### src/rtl/rv32imf_pkg.sv
`default_nettype none
// +-----------------------------------------------------------------------+
// | Module      : rv32imf_pkg                                             |
// | Description : Shared types and constants for the RV32IMF fetch path.  |
// | Revision    : 1.0 - initial release                                   |
// +-----------------------------------------------------------------------+
package rv32imf_pkg;

   // Default number of entries in the instruction prefetch buffer
   localparam int PREFETCH_FIFO_DEPTH = 4;

   // One fetched 32-bit instruction word
   typedef logic [31:0] fetch_word_t;

endpackage : rv32imf_pkg
`default_nettype wire

### src/rtl/rv32imf_prefetch_fifo.sv
`default_nettype none
// +-----------------------------------------------------------------------+
// | Module      : rv32imf_prefetch_fifo                                   |
// | Description : Instruction prefetch buffer between the prefetch        |
// |               controller and the instruction aligner. Supports full   |
// |               flush and flush-all-but-head. Optional same-cycle       |
// |               fall-through on an empty buffer is enabled by the macro |
// |               RV32IMF_PREFETCH_FIFO_FALL_THROUGH_EN.                  |
// | Revision    : 1.0 - initial release                                   |
// +-----------------------------------------------------------------------+
module rv32imf_prefetch_fifo
   import rv32imf_pkg::*;
#(
   parameter int DEPTH           = PREFETCH_FIFO_DEPTH,
   parameter int FIFO_ADDR_DEPTH = $clog2(DEPTH)
) (
   input  logic                     clk,
   input  logic                     rst,
   input  logic                     push_i,
   input  fetch_word_t              data_i,
   input  logic                     pop_i,
   input  logic                     flush_i,
   input  logic                     flush_but_first_i,
   output fetch_word_t              data_o,
   output logic                     empty_o,
   output logic                     full_o,
   output logic [FIFO_ADDR_DEPTH:0] cnt_o,
   output logic                     overflow_o
);

   localparam logic [FIFO_ADDR_DEPTH:0]   CNT_FULL = (FIFO_ADDR_DEPTH+1)'(DEPTH);
   localparam logic [FIFO_ADDR_DEPTH:0]   CNT_ONE  = (FIFO_ADDR_DEPTH+1)'(1);
   localparam logic [FIFO_ADDR_DEPTH-1:0] PTR_LAST = FIFO_ADDR_DEPTH'(DEPTH-1);
   localparam logic [FIFO_ADDR_DEPTH-1:0] PTR_ONE  = FIFO_ADDR_DEPTH'(1);

   // Explicit wrap so that non-power-of-two depths work
   function automatic logic [FIFO_ADDR_DEPTH-1:0] ptr_next(input logic [FIFO_ADDR_DEPTH-1:0] p);
      if (p == PTR_LAST) begin
         ptr_next = '0;
      end else begin
         ptr_next = p + PTR_ONE;
      end
   endfunction

   fetch_word_t                mem [DEPTH];
   logic [FIFO_ADDR_DEPTH-1:0] rd_ptr;
   logic [FIFO_ADDR_DEPTH-1:0] wr_ptr;
   logic [FIFO_ADDR_DEPTH:0]   cnt_q;
   logic                       overflow_q;

   logic is_empty;
   logic is_full;
   logic ft_bypass;
   logic do_push;
   logic do_pop;

   // Occupancy decode and push/pop acceptance for the plain push/pop case
   always_comb begin
      is_empty  = (cnt_q == '0);
      is_full   = (cnt_q == CNT_FULL);
`ifdef RV32IMF_PREFETCH_FIFO_FALL_THROUGH_EN
      // Empty buffer forwards the incoming word straight to the aligner
      ft_bypass = is_empty & push_i & ~flush_i & ~flush_but_first_i;
`else
      ft_bypass = 1'b0;
`endif
      // A full buffer still accepts a push when the head leaves that cycle;
      // a bypassed word that is popped at once never enters storage
      do_push   = push_i & (~is_full | pop_i) & ~(ft_bypass & pop_i);
      do_pop    = pop_i & ~is_empty;
   end

   // Storage, pointers, occupancy and sticky overflow; rst > flush > flush_but_first > push/pop
   always_ff @(posedge clk) begin
      if (rst) begin
         for (int i = 0; i < DEPTH; i++) begin
            mem[i] <= '0;
         end
         rd_ptr     <= '0;
         wr_ptr     <= '0;
         cnt_q      <= '0;
         overflow_q <= 1'b0;
      end else if (flush_i) begin
         rd_ptr <= '0;
         wr_ptr <= '0;
         cnt_q  <= '0;
      end else if (flush_but_first_i) begin
         if (!is_empty) begin
            if (pop_i) begin
               // Head is consumed as well, so nothing survives
               rd_ptr <= '0;
               wr_ptr <= '0;
               cnt_q  <= '0;
            end else begin
               wr_ptr <= ptr_next(rd_ptr);
               cnt_q  <= CNT_ONE;
            end
         end
      end else begin
         if (do_push) begin
            mem[wr_ptr] <= data_i;
            wr_ptr      <= ptr_next(wr_ptr);
         end
         if (do_pop) begin
            rd_ptr <= ptr_next(rd_ptr);
         end
         if (do_push && !do_pop) begin
            cnt_q <= cnt_q + CNT_ONE;
         end else if (!do_push && do_pop) begin
            cnt_q <= cnt_q - CNT_ONE;
         end
         if (push_i && is_full && !pop_i) begin
            overflow_q <= 1'b1;
         end
      end
   end

   // Head presentation and status derived from registered state
   always_comb begin
      data_o     = ft_bypass ? data_i : mem[rd_ptr];
      empty_o    = is_empty & ~ft_bypass;
      full_o     = is_full;
      cnt_o      = cnt_q;
      overflow_o = overflow_q;
   end

endmodule : rv32imf_prefetch_fifo
`default_nettype wire

### config.mk
export PLATFORM = sky130hd
export DESIGN_NAME = rv32imf_prefetch_fifo
export DESIGN_NICKNAME = d
export VERILOG_FILES = /design/src/rtl/rv32imf_pkg.sv /design/src/rtl/rv32imf_prefetch_fifo.sv
export SDC_FILE = /design/constraint.sdc
export NUM_CORES = 1
export LEC_CHECK = 0
export BUFFER_PORTS_ARGS = -buffer_cell sky130_fd_sc_hd__buf_2
export CAP_MARGIN = 20
export CORE_MARGIN = 2
export CORE_UTILIZATION = 35
export CTS_CLUSTER_DIAMETER = 100
export CTS_CLUSTER_SIZE = 40
export DETAILED_ROUTE_END_ITERATION = 12
export PLACE_DENSITY_LB_ADDON = 0.12
export SKIP_CTS_REPAIR_TIMING = 1
export SLEW_MARGIN = 40
export SYNTH_ARGS = -nofsm -noshare
export SYNTH_HDL_FRONTEND = slang
export SYNTH_SLANG_ARGS = --single-unit
### constraint.sdc
create_clock -name clk -period 2.1 [get_ports clk]
set_input_delay 0.315 -clock clk [delete_from_list [all_inputs] [get_ports clk]]
set_output_delay 0.315 -clock clk [all_outputs]
set_load 0.02 [all_outputs]
Word level (Yosys, flattened, before mapping)
Memory sizes are Yosys's and may differ from the RTL's. A register that Yosys moved wholly into a read port is not among the register bits.
Index checks and enable logic that the tools add are counted.
Word-level totals
  register bits: 8
  bits in writable memories: 128
  bits of input ports: 38
  output and inout bits: 38
  logic and storage cells: 65
  memories: 1
Memory list
  mem: depth 4, width 32, rd ports 1, clocked after Yosys merged registers in 1, write ports 4, line rv32imf_prefetch_fifo.sv:45  | fetch_word_t mem [DEPTH];
Cells by class
  $add $sub $neg: 4
  eq/ne operators: 5
  multiplexer cells: 27
  bitwise gates (word level): 7
  reductions and logical operators: 17
Operators with widths (number)
  2-to-1 mux 32 bit: 1
  OR reduction 32 bit: 1
  2-to-1 mux 2 bit: 13
  2-to-1 mux 3 bit: 4
  2-to-1 mux 1 bit: 9
  AND reduction 3 bit: 2
  adder 2 x 1 -> 2 bit (second input constant): 2
  equality test 2 bit (second input constant): 2
  logical AND 1 bit: 4
  inequality test 2 bit (second input constant): 2
  NOT 1 bit: 4
  AND reduction 2 bit: 2
  nonzero test 2 bit: 2
  adder 3 x 1 -> 3 bit (second input constant): 1
  equality test 3 bit (second input constant): 1
  zero test 1 bit: 3
  zero test 3 bit: 1
  nonzero test 3 bit: 1
  subtractor 3 x 1 -> 3 bit (second input constant): 1
  AND 1 bit: 2
  OR reduction 2 bit: 1
  bitwise OR 1 bit: 1

Logic depth before layout (Yosys ltp)
Gate-level depths: netlist of run 1.
  depth after elaboration: 11
  mapped depth: 8
  depth with buffers taken out: 7

Worst setup path after synthesis of run 1
No wires, ideal clock.
  path type: register to register
  start: reg cnt_q[2], in the netlist cnt_o[2]
  end: mem mem[1][0] in the netlist's numbering, enable pin
  setup time: 0.482 ns
  data arrival time: 1.937 ns
  required time: 1.618 ns
  slack: -0.319 ns
  stages on the path, launching flop included: 6
  buffers on the path: 2
  period minus slack after synthesis: 2.419 ns
  cells stage by stage: dfxtp_1 -> buf_2 -> or4b_1 -> buf_6 -> nand4b_4 -> nand2b_1
RTL lines
  start: declaration: line rv32imf_prefetch_fifo.sv:48  | logic [FIFO_ADDR_DEPTH:0] cnt_q;
  start signal: assignment: line rv32imf_prefetch_fifo.sv:108  | cnt_q <= cnt_q + CNT_ONE;
  start signal: assignment: line rv32imf_prefetch_fifo.sv:110  | cnt_q <= cnt_q - CNT_ONE;
  end: declaration: line rv32imf_prefetch_fifo.sv:45

==> summary by stage, run 1 <==
Min path
In this run the worst hold path is classified as in2reg. The worst hold path begins at flush_i. The cell depth of the worst hold path is 3. The endpoint of the worst hold path is cnt_o[2].

Critical path
The endpoint identified for the worst register-to-register timing path is cnt_o[1]. The required time at the endpoint of the critical path is 1780 ps. STA classifies the critical path startpoint as a flip-flop.

Of all nets on the critical path, the largest fanout is 12. The startpoint identified for the worst register-to-register timing path is cnt_o[1]. The setup path with the least slack is of type reg2out.

Data on the critical path arrives at its endpoint at 1730 ps. The worst reg-to-reg setup slack is 130 ps. The number of cells on the worst reg-to-reg path is 7.

The worst setup path is captured at a primary output.

Synth
The synthesized netlist occupies a cell area of 6177 µm². The share of async-settable or async-resettable flops after synthesis is 0. For this run, the number of Yosys warnings is 0. The prevailing post-synth register cell is edfxtp_1. Of the synthesized area, sequential elements account for 0.6546. After technology mapping, the gate count stands at 425. The synthesized area divided by synthesized cell count is 14.53 µm². In this run, synthesis produced a sequential element count of 138. The number of nets in the synthesized netlist is 466. Counting flops with a built-in enable in the synthesized netlist gives 128.

The netlist uses 46 different library cells.

Place
The number of port buffers is 75. The number of cells in the design after placement is 722. The placer's final routability congestion estimate is 0.7755. The minimum setup slack after placement is 72.99 ps.

The detailed-placement wirelength estimate is 8866 µm.

Global routing
The total global routing track utilization is 0.1638. The initial antenna violation count is 0. The maximum number of pins on one net before global-route repair is 33. The number of global-route vias before repair came to 4009. The remaining global-route overflow is 0. The global-route wire length before repair is 21990 µm.

Layout
The final instance count without filler cells is 753. The count of nets after finishing is 559. The post-route core utilization is 0.4363.

The area growth from synthesis to layout is 22.18%. The fraction of final layout cells with drive strength greater than 1 is 0.3371. After filler insertion, the fill cell instance count of the layout stands at 1627. The antenna cell count is 0.

Clock network
In this run the number of H-tree levels came out at 4. The root cell of the clock tree is clkbuf_16. The clock sink count is 138. The later pin in the worst-skew pair is clocked with a latency of 420 ps.

After clock tree synthesis, the clock-pin slew on the worst setup and hold paths is 50 ps. The maximum number of buffers from clock root to sink is 2. TritonCTS built the clock tree.

Buffers inserted during clock tree synthesis total 17.

Power
The analysis attributes to cell leakage a power of 2.802 nW. Summing internal, switching and leakage power gives 0.006223 W. The power per standard cell area is 824.6 nW/µm². The worst vdd rail ir drop is 0.5518 mV.

Routing
The detailed-route via count is 3662. Once detail routing completed, the nets flagged for antenna violations numbered 0. The number of iterations in the first detailed-routing pass is 4. Dividing the detail-routed wire length by the instance count gives 18.89 µm. Using the TritonRoute via totals, the vias-per-cell ratio works out to 4.863. The number of DRC markers in iteration 0 is 179. The final layout contains routed wiring with a total length of 14230 µm.

The residual DRC count is 0.

Die
The width of the chip is 136.9 µm. The die outline area is 18730 µm². After floorplanning, the core was divided into 48 placement rows.

During I/O placement, the number of pins put on the boundary was 76. The starting utilization of the core area is 0.3571. The area of the core is 17300 µm². The die boundary height is 136.9 µm.

STA
The final clock period utilization by the worst path is 0.9758. The actual transition at the worst max-transition pin is 442.8 ps. The final clock skew is 6.484 ps. After layout, the minimum clock period comes to 2049 ps. The final setup slack of the worst path is 50.82 ps.

For this run, the top clock speed supported by timing is 488.0 MHz. The tightest slew margin relative to the limit is 0.7023. The max-slew violation count is 0. The final-report hold violation count is 0.

Across all hold checks on the routed design, the worst slack comes to 259.2 ps. Setup repair after global routing could not meet its margin everywhere. The final-report setup violation count is 0.

Run
Max-cap violations in this run came to 0.

Outcome
The run finished with clean final reports.
[cell families (layout without fill, tap and decap cells)]
family | after synthesis | after routing | share of synthesized area
and+or+nand+nor | 196 | 196 | 0.1537
DFF | 138 | 138 | 0.6546
muxes | 34 | 34 | 0.1199
buffers and inverters | 33 | 136 | 0.03626
AOI/OAI and AO/OA | 19 | 19 | 0.02532
adders and majority gates | 3 | 3 | 0.007291
xor gates and xnor gates | 2 | 2 | 0.002836
[cell usage after synthesis, types with 3 or more instances]
master / n / area (µm²)
inv_1: 3 / 11.26
buf_4: 3 / 22.52
buf_6: 11 / 123.9
edfxtp_1: 128 / 3844
o21ai_0: 4 / 20.02
nand2b_1: 37 / 231.5
clkbuf_1: 10 / 37.54
dfxtp_1: 10 / 200.2
buf_2: 5 / 25.02
mux4_2: 32 / 720.7
nor2_1: 133 / 499.2
nand2_1: 4 / 15.01
[how the worst max path moves through the flow]
stage,from,endpoint,slack [ps],cells after the start
detailed placement,cnt_o[0],cnt_o[1],70,7
CTS,flip-flop,data_o[27],-50,3
finish,flip-flop,data_o[1],50,3
global placement,pop_i,mem[3][18],120,4
global route,flip-flop,data_o[30],-20,3
floorplan,cnt_o[1],cnt_o[1],3,8
[per-layer routing]
metal | vias to the layer above | track usage | share of wire
li1 | 1740 | - | -
met5 | - | 0 | 0
met3 | 14 | 0.04444 | 0.046
met4 | 0 | 0.05326 | 0.0093
met2 | 86 | 0.2881 | 0.52
met1 | 1822 | 0.1948 | 0.42
[cell type report]
cell class | instances | area, µm² | share of cell area
Clock buffer | 23 | 447.9 | 0.05935
Tap cell | 225 | 281.5 | 0.03730
Sequential cell | 138 | 4058 | 0.5376
Timing Repair Buffer | 104 | 769.5 | 0.1020
Multi-Input combinational cell | 254 | 1928 | 0.2555
Inverter | 3 | 11.26 | 0.001492
Clock inverter | 6 | 51.30 | 0.006797
[placed cells by master, fill, tap and decap left out, types with 3 or more instances in the layout]
master,count
dfxtp_1,5
o21ai_0,4
inv_1,3
edfxtp_1,128
nand2_1,4
nand2b_1,34
buf_12,11
mux4_2,32
nor2_1,132
clkbuf_1,6
clkbuf_16,19
buf_4,15
nand2b_2,3
buf_2,75
dfxtp_4,3
clkinv_1,3
[power by group]
part / switching, W / internal, W / total (W)
sequential: 0.0000345 / 0.00311 / 0.00314
clock: 0.00102 / 0.00159 / 0.00261
combinational: 0.000280 / 0.000194 / 0.000474
total: 0.00134 / 0.00489 / 0.00622
[per-stage QoR]
stage | instance area [µm²] | TNS (ps)
final | 7547 | 0
after global routing | 7547 | -129.5
after CTS | 7478 | -367.8
after detailed placement | 6979 | 0
after global placement | 6979 | 0
after floorplan | 6195 | 0
[critical path, cell delays in order (launching register included)]
cell and delay, ps:
dfxtp_4 410, clkbuf_16 210, mux4_2 510, buf_2 170
[flip-flops by register name, indices dropped and copies added (netlist names), named ones only]
name        cells
mem           128
cnt_o           3
rd_ptr          2
wr_ptr          2
overflow_o      1
Note: power is estimated with default switching activity, not from simulation.
==> inputs of run 2 (changes only) <==
--- a/config.mk
+++ b/config.mk
@@ -8,7 +8,7 @@
 export BUFFER_PORTS_ARGS = -buffer_cell sky130_fd_sc_hd__buf_2
 export CAP_MARGIN = 20
 export CORE_MARGIN = 2
-export CORE_UTILIZATION = 35
+export CORE_UTILIZATION = 52
 export CTS_CLUSTER_DIAMETER = 100
 export CTS_CLUSTER_SIZE = 40
 export DETAILED_ROUTE_END_ITERATION = 12
==> summary by stage, run 2 (synthesis results as in run 1) <==
Outcome
The run finished, with violations left. The checks that failed: design-rule violations.

Global routing
The maximum number of pins on one net before global-route repair is 33. The global-route wire length before repair is 19640 µm. Across every metal layer, demand over resource in global routing totals 0.2064.

The initial antenna violation count was 0. The number of global-route vias before repair was 3913. After global routing the overflow that remains totals 0.

STA
Setup repair after global routing left no endpoint under its margin. Setup slack on the critical path of the routed design comes to 68.50 ps. In the finished design, the share of the clock period the worst path needs comes to 0.9674. Setup violations remaining at the end of the flow were counted as 0. The total negative slack is 0 ps. The final-report hold violation count came to 0. Between clock sinks in the finished design, the worst skew comes to 5.531 ps.

Based on the critical path, the design can be clocked at up to 492.2 MHz. The max-slew violation count was 0. The minimum clock period after layout is 2032 ps. The worst pin sits at a relative slew slack of 0.6829. The actual transition at the worst max-transition pin is 475.2 ps.

Place
Before CTS, the worst setup slack after placement is 80.38 ps. Input and output buffers added on the ports amount to 75. The detailed-placement wirelength estimate is 7305 µm. The congestion estimate from routability-driven global placement came to 0.8145. The number of placed instances, taps included, is 634.

Critical path
The critical path runs through a total of 3 cells. The signal on the critical path passes through buf_6 -> mux4_2 -> buf_2. The worst setup path is of the reg2out kind. For flop-to-flop paths, the worst setup slack is 140 ps. The worst setup path is launched from a flip-flop. The critical-path maximum fanout is 8. For the worst setup path, the data arrival time is 1720 ps. The largest single stage delay on the critical path is 510 ps. The worst reg2reg path endpoint is cnt_o[1]. The slowest stage of the critical path is the mux4_2 cell.

Among cell families on the critical path, the largest total delay comes from multiplexers. The worst-case reg-to-reg path depth is 7. STA classifies the critical path endpoint as a primary output. The required time at the endpoint of the critical path is 1780 ps.

The critical path contains buffers and inverters numbering 2 combined. The startpoint identified for the worst register-to-register timing path is cnt_o[0].

Min path
The worst min-delay path category is in2reg. The endpoint of the worst hold path is cnt_o[2]. The startpoint identified for the worst hold timing path is flush_i. The cell depth of the worst hold path is 3.

Routing
The residual DRC count is 5. The number of DRC markers in iteration 0 is 249. Dividing the detail-routed wire length by the instance count gives 19.08 µm. The via density per instance is 5.565.

The detailed-route via count is 3706. Summed over all layers, the routed wires come to 12700 µm. For this run, the detailed router's first-pass iteration total came to 8. In this run the remaining antenna-violating nets after routing total 0.

Layout
The number of fillers in the final layout is 872. Compared with the post-synthesis result, the final layout area differs by 20.78%. Leaving out fill and tap cells, the most frequent cell in the layout is nor2_1.

Of the cells placed in the final design, the portion with a size suffix greater than 1 is 0.3403. The count of nets after finishing is 554. The post-route core utilization is 0.6479. The register with the most flip-flops in the final layout is mem.

The final instance count without filler cells is 666. The register with the most flip-flops in the layout has 128 of them. The library cells used most frequently in the layout, excluding fill and tap cells, are nor2_1 (132), edfxtp_1 (128), buf_2 (75), nand2b_1 (34), mux4_2 (32). The footprint of the flip-flops and latches is 4055 µm².

Summing all multi-input logic gate instances after layout gives 1923 µm². The repair_antennas step left the layout with diodes totalling 0.

Clock network
The H-tree level count is 4. The total CTS buffers is 17. The register clock-pin slew on the reported worst setup and hold paths is 60 ps. The clock latency at the later pin of the worst-skew pair is 410 ps. CTS saw 138 sinks. The clock passes through at most 2 buffers. The CTS tree is built. The root cell of the clock tree is clkbuf_16.

Power
Dividing total power by cell area gives a power density of 867.1 nW/µm². The leakage power is 2.808 nW. VDD sags by at most 0.5837 mV.

Die
For this design the top-level I/O count stands at 76. The initial utilization of the core area, before any placement, comes to 0.5364. The floorplan step defined a core boundary enclosing 11520 µm².

The initialized floorplan defines 39 standard-cell rows. The width of the chip is 113.0 µm. The die covers 12770 µm². The die is 113.0 µm tall.

Run
Max-cap violations in this run came to 0.
==> run 2: cell count changes in the layout (fill, tap and decap cells not counted), sizes merged <==
cell      change
clkinvlp      +2
bufinv        +2
clkinv        +1
buf           -5
clkbuf        -5
==> run 2: worst max path at each step <==
stage,start,endpoint,slack [ps]
CTS,flip-flop,data_o[5],-50
detailed placement,cnt_o[1],cnt_o[1],80
global placement,cnt_o[1],cnt_o[1],140
global route,flip-flop,data_o[24],10
finish,flip-flop,data_o[11],70
floorplan,cnt_o[1],cnt_o[1],3
==> run 2: power by group <==
part | switching (W) | total [W] | internal [W] | leakage [nW]
Combinational | 0.000275 | 0.000466 | 0.000191 | 1.12
Sequential | 0.0000321 | 0.00314 | 0.00311 | 1.42
Clock | 0.00104 | 0.00286 | 0.00182 | 0.270
Total | 0.00135 | 0.00647 | 0.00512 | 2.81
==> run 2: stage by stage <==
stage	instance area [µm²]	total power (W)	hold slack, ps
finish	7461	0.006469	263.7
global route	7461	0.006642	265.0
detailed placement	6832	0.003667	444.3
global placement	6832	0.003654	436.0
floorplan	6195	0.003473	464.2
CTS	7392	0.006504	250.5
==> run 2: routing by layer <==
layer | vias up | routed length, µm | global-route usage
met2 | 101 | 6564 | 0.3566
met3 | 21 | 588 | 0.04713
met4 | 0 | 228 | 0.06992
met5 | - | 0 | 0
li1 | 1723 | - | -
met1 | 1861 | 5322 | 0.2599
==> run 2: tightest hold or removal path: cells and delay by family <==
family,cells,cell delay [ps]
compound gates,1,50
simple gates,1,150
buf+inv,1,120
==> run 2: final cells by class <==
cell class	instances	area share
timing repair buffer	99	0.09810
sequential	138	0.5435
multi-input combinational	254	0.2578
clock buffer	18	0.05752
clock inverter	11	0.01761
inverter	3	0.001509
tap	143	0.02398
==> inputs of run 3 (changes only) <==
--- a/config.mk
+++ b/config.mk
@@ -7,8 +7,10 @@
 export LEC_CHECK = 0
 export BUFFER_PORTS_ARGS = -buffer_cell sky130_fd_sc_hd__buf_2
 export CAP_MARGIN = 20
+export CELL_PAD_IN_SITES_DETAIL_PLACEMENT = 0
+export CELL_PAD_IN_SITES_GLOBAL_PLACEMENT = 2
 export CORE_MARGIN = 2
-export CORE_UTILIZATION = 52
+export CORE_UTILIZATION = 37
 export CTS_CLUSTER_DIAMETER = 100
 export CTS_CLUSTER_SIZE = 40
 export DETAILED_ROUTE_END_ITERATION = 12
==> summary by stage, run 3 (synthesis results as in run 1) <==
Layout
The area overhead of the layout relative to synthesis is 24.49%. The number of fillers in the final layout is 1529. After the last flow step, the layout net total stands at 565. Of the cells placed in the final design, the portion with a size suffix greater than 1 is 0.3594. Leaving out fill and tap cells, the most frequent cell in the layout is nor2_1. The final instance area is 7690 µm².

The library cells used most frequently in the layout, excluding fill and tap cells, are nor2_1 (132), edfxtp_1 (128), buf_2 (72), nand2b_1 (34), mux4_2 (32). The register bank with the most flops is mem. The register with the most flip-flops in the layout has 128 of them.

The antenna cell count is 0.

Power
The worst-case IR drop observed on VDD is 0.6273 mV. The cell-internal power is 0.005405 W. The relative contribution of sequential cells to total power is 0.460. The leakage power is 2.891 nW. Of the total power, the clock network draws 0.469. The power per standard cell area is 887.9 nW/µm². The switching share of power is 0.2084. The analysis attributes to net switching a power of 0.001423 W. Of the total power, combinational logic draws 0.071.

Critical path
The critical-path maximum fanout is 9. The required time at the endpoint of the critical path is 1780 ps. The worst endpoint data arrival time is 1740 ps. Traced cell by cell, the critical path runs through buf_12 -> mux4_2 -> buf_2. The worst setup path is of the reg2out kind.

The maximum single-stage delay on the critical path is 540 ps. Among all stages on the critical path, the largest delay is contributed by mux4_2. STA classifies the critical path startpoint as a flip-flop.

The kind of end point of the critical path is a primary output.

Die
After floorplanning, the core was sized to cover 16470 µm². The initial utilization of the core area, before any placement, comes to 0.3752. The floorplan row count is 47. The die covers 17740 µm². In this run the count of I/O pins placed on the die edge is 76.

The width of the chip is 133.2 µm. From bottom edge to top edge, the die measures 133.2 µm.

STA
Setup violations remaining at the end of the flow were counted as 0. Measured against its own limit, the worst slew margin works out to 0.7178. Subtracting the final worst setup slack from the clock period gives 2053 ps.

Based on the critical path, the design can be clocked at up to 487.1 MHz. Setup repair after global routing could not meet its margin everywhere. At the pin with the least slew margin, the transition time is 419.6 ps.

The final-report hold violation count is 0. The final clock skew is 6.663 ps. The final setup slack of the worst path is 47.02 ps. The max-slew violation count is 0.

Dividing the final minimum period by the clock period gives 0.9776.

Global routing
The remaining global-route overflow is 0. The maximum number of pins on one net before global-route repair is 33. The initial antenna violation count is 0. In the global route stage, overall resource usage came out at 0.1685. The number of global-route vias before repair is 3921. The first global-routing pass estimated 22170 µm of wire.

Clock network
CTS built an H-tree with a depth of 4. Clock tree synthesis found a total of 138 sinks. TritonCTS built the clock tree.

The register clock-pin slew on the reported worst setup and hold paths is 60 ps. The total CTS buffers is 17. Clock latency on the worst-skew pair, taken at its later pin, is 410 ps. The root cell of the clock tree is clkbuf_16. The clock passes through at most 2 buffers.

Routing
The routed layout has 3697 vias. The routed design has 14070 µm of wire. In the final routed layout, each cell accounts on average for 18.59 µm. For this run, the detailed router's first-pass iteration total came to 4.

For this block, the initial DRC count from the detailed router was 223. The residual DRC count is 0. The via density per instance is 4.884. The detail route stage leaves a number of antenna-violating nets equal to 0.

Min path
The path class of the tightest hold or removal check is in2reg.

Outcome
The run finished with clean final reports.

Place
After detailed placement, the total cell area comes to 7003 µm². The minimum setup slack after placement is 62.25 ps. In this run the tool buffered the top-level ports with 75 buffer cells. The detailed-placement wirelength estimate is 8901 µm. The placer's final routability congestion estimate is 0.7504.

Run
The tool flagged a number of max-cap violations equal to 0.
## run 3: cell types whose count changed in the layout (fill, tap and decap cells not counted), sizes merged
cell      previous run  this run
clkinv               6         8
buf                 97       110
clkinvlp             2         0
bufinv               3         5
clkbuf              20        19
## run 3: worst paths after layout
check                     to  depth (start not counted)  slack (ps)  startpoint
setup / recovery   data_o[0]                          3          50   flip-flop
hold / removal     mem[3][2]                          3         280   data_i[2]
setup reg to reg    cnt_o[1]                          7         100    cnt_o[1]
hold reg to reg   overflow_o                          2         460  overflow_o
## run 3: worst max-delay path, delay by kind of cell (launching register included)
kind	cells	cell delay, ps
buffers and inverters	2	350
multiplexers	1	540
flip-flops	1	430
## run 3: power groups by stage
stage / sequential [W] / clock, W / combinational, W
2_1_floorplan: 0.00319 / 0 / 0.000288
3_3_place_gp: 0.00319 / 0 / 0.000486
3_5_place_dp: 0.00320 / 0 / 0.000489
4_1_cts: 0.00314 / 0.00325 / 0.000491
5_1_grt: 0.00315 / 0.00338 / 0.000529
6_report: 0.00314 / 0.00320 / 0.000486
## run 3: cell type report
class                   instances  area (µm²)  area share
flip-flops and latches        138        4053      0.5270
multi-input cells             254        1923      0.2501
repair buffers                110       794.5      0.1033
clock buffers                  19       432.9     0.05630
well taps                     220       275.3     0.03580
clock inverters                13       200.2     0.02603
inverters                       3       11.26    0.001464
## run 3: metrics by stage
step                setup TNS [ps]  utilization  std cells  hold WS [ps]  power, W
global route                -61.68       0.4670        757         282.5  0.007053
floorplan                        0            -        425         464.2  0.003473
CTS                          -3087       0.4638        753         263.0  0.006882
detailed placement               0       0.4253        721         444.6  0.003687
global placement                 0       0.4253        721         445.7  0.003678
finish                           0       0.4670        757         275.4  0.006828
## run 3: per-layer routing
layer  part of all wire  up-vias  global-route usage
met5                  0        -                   0
met4              0.013        0             0.05556
met3              0.040       16             0.04033
met2               0.50       83              0.2821
met1               0.45     1846              0.2176
li1                   -     1752                   -
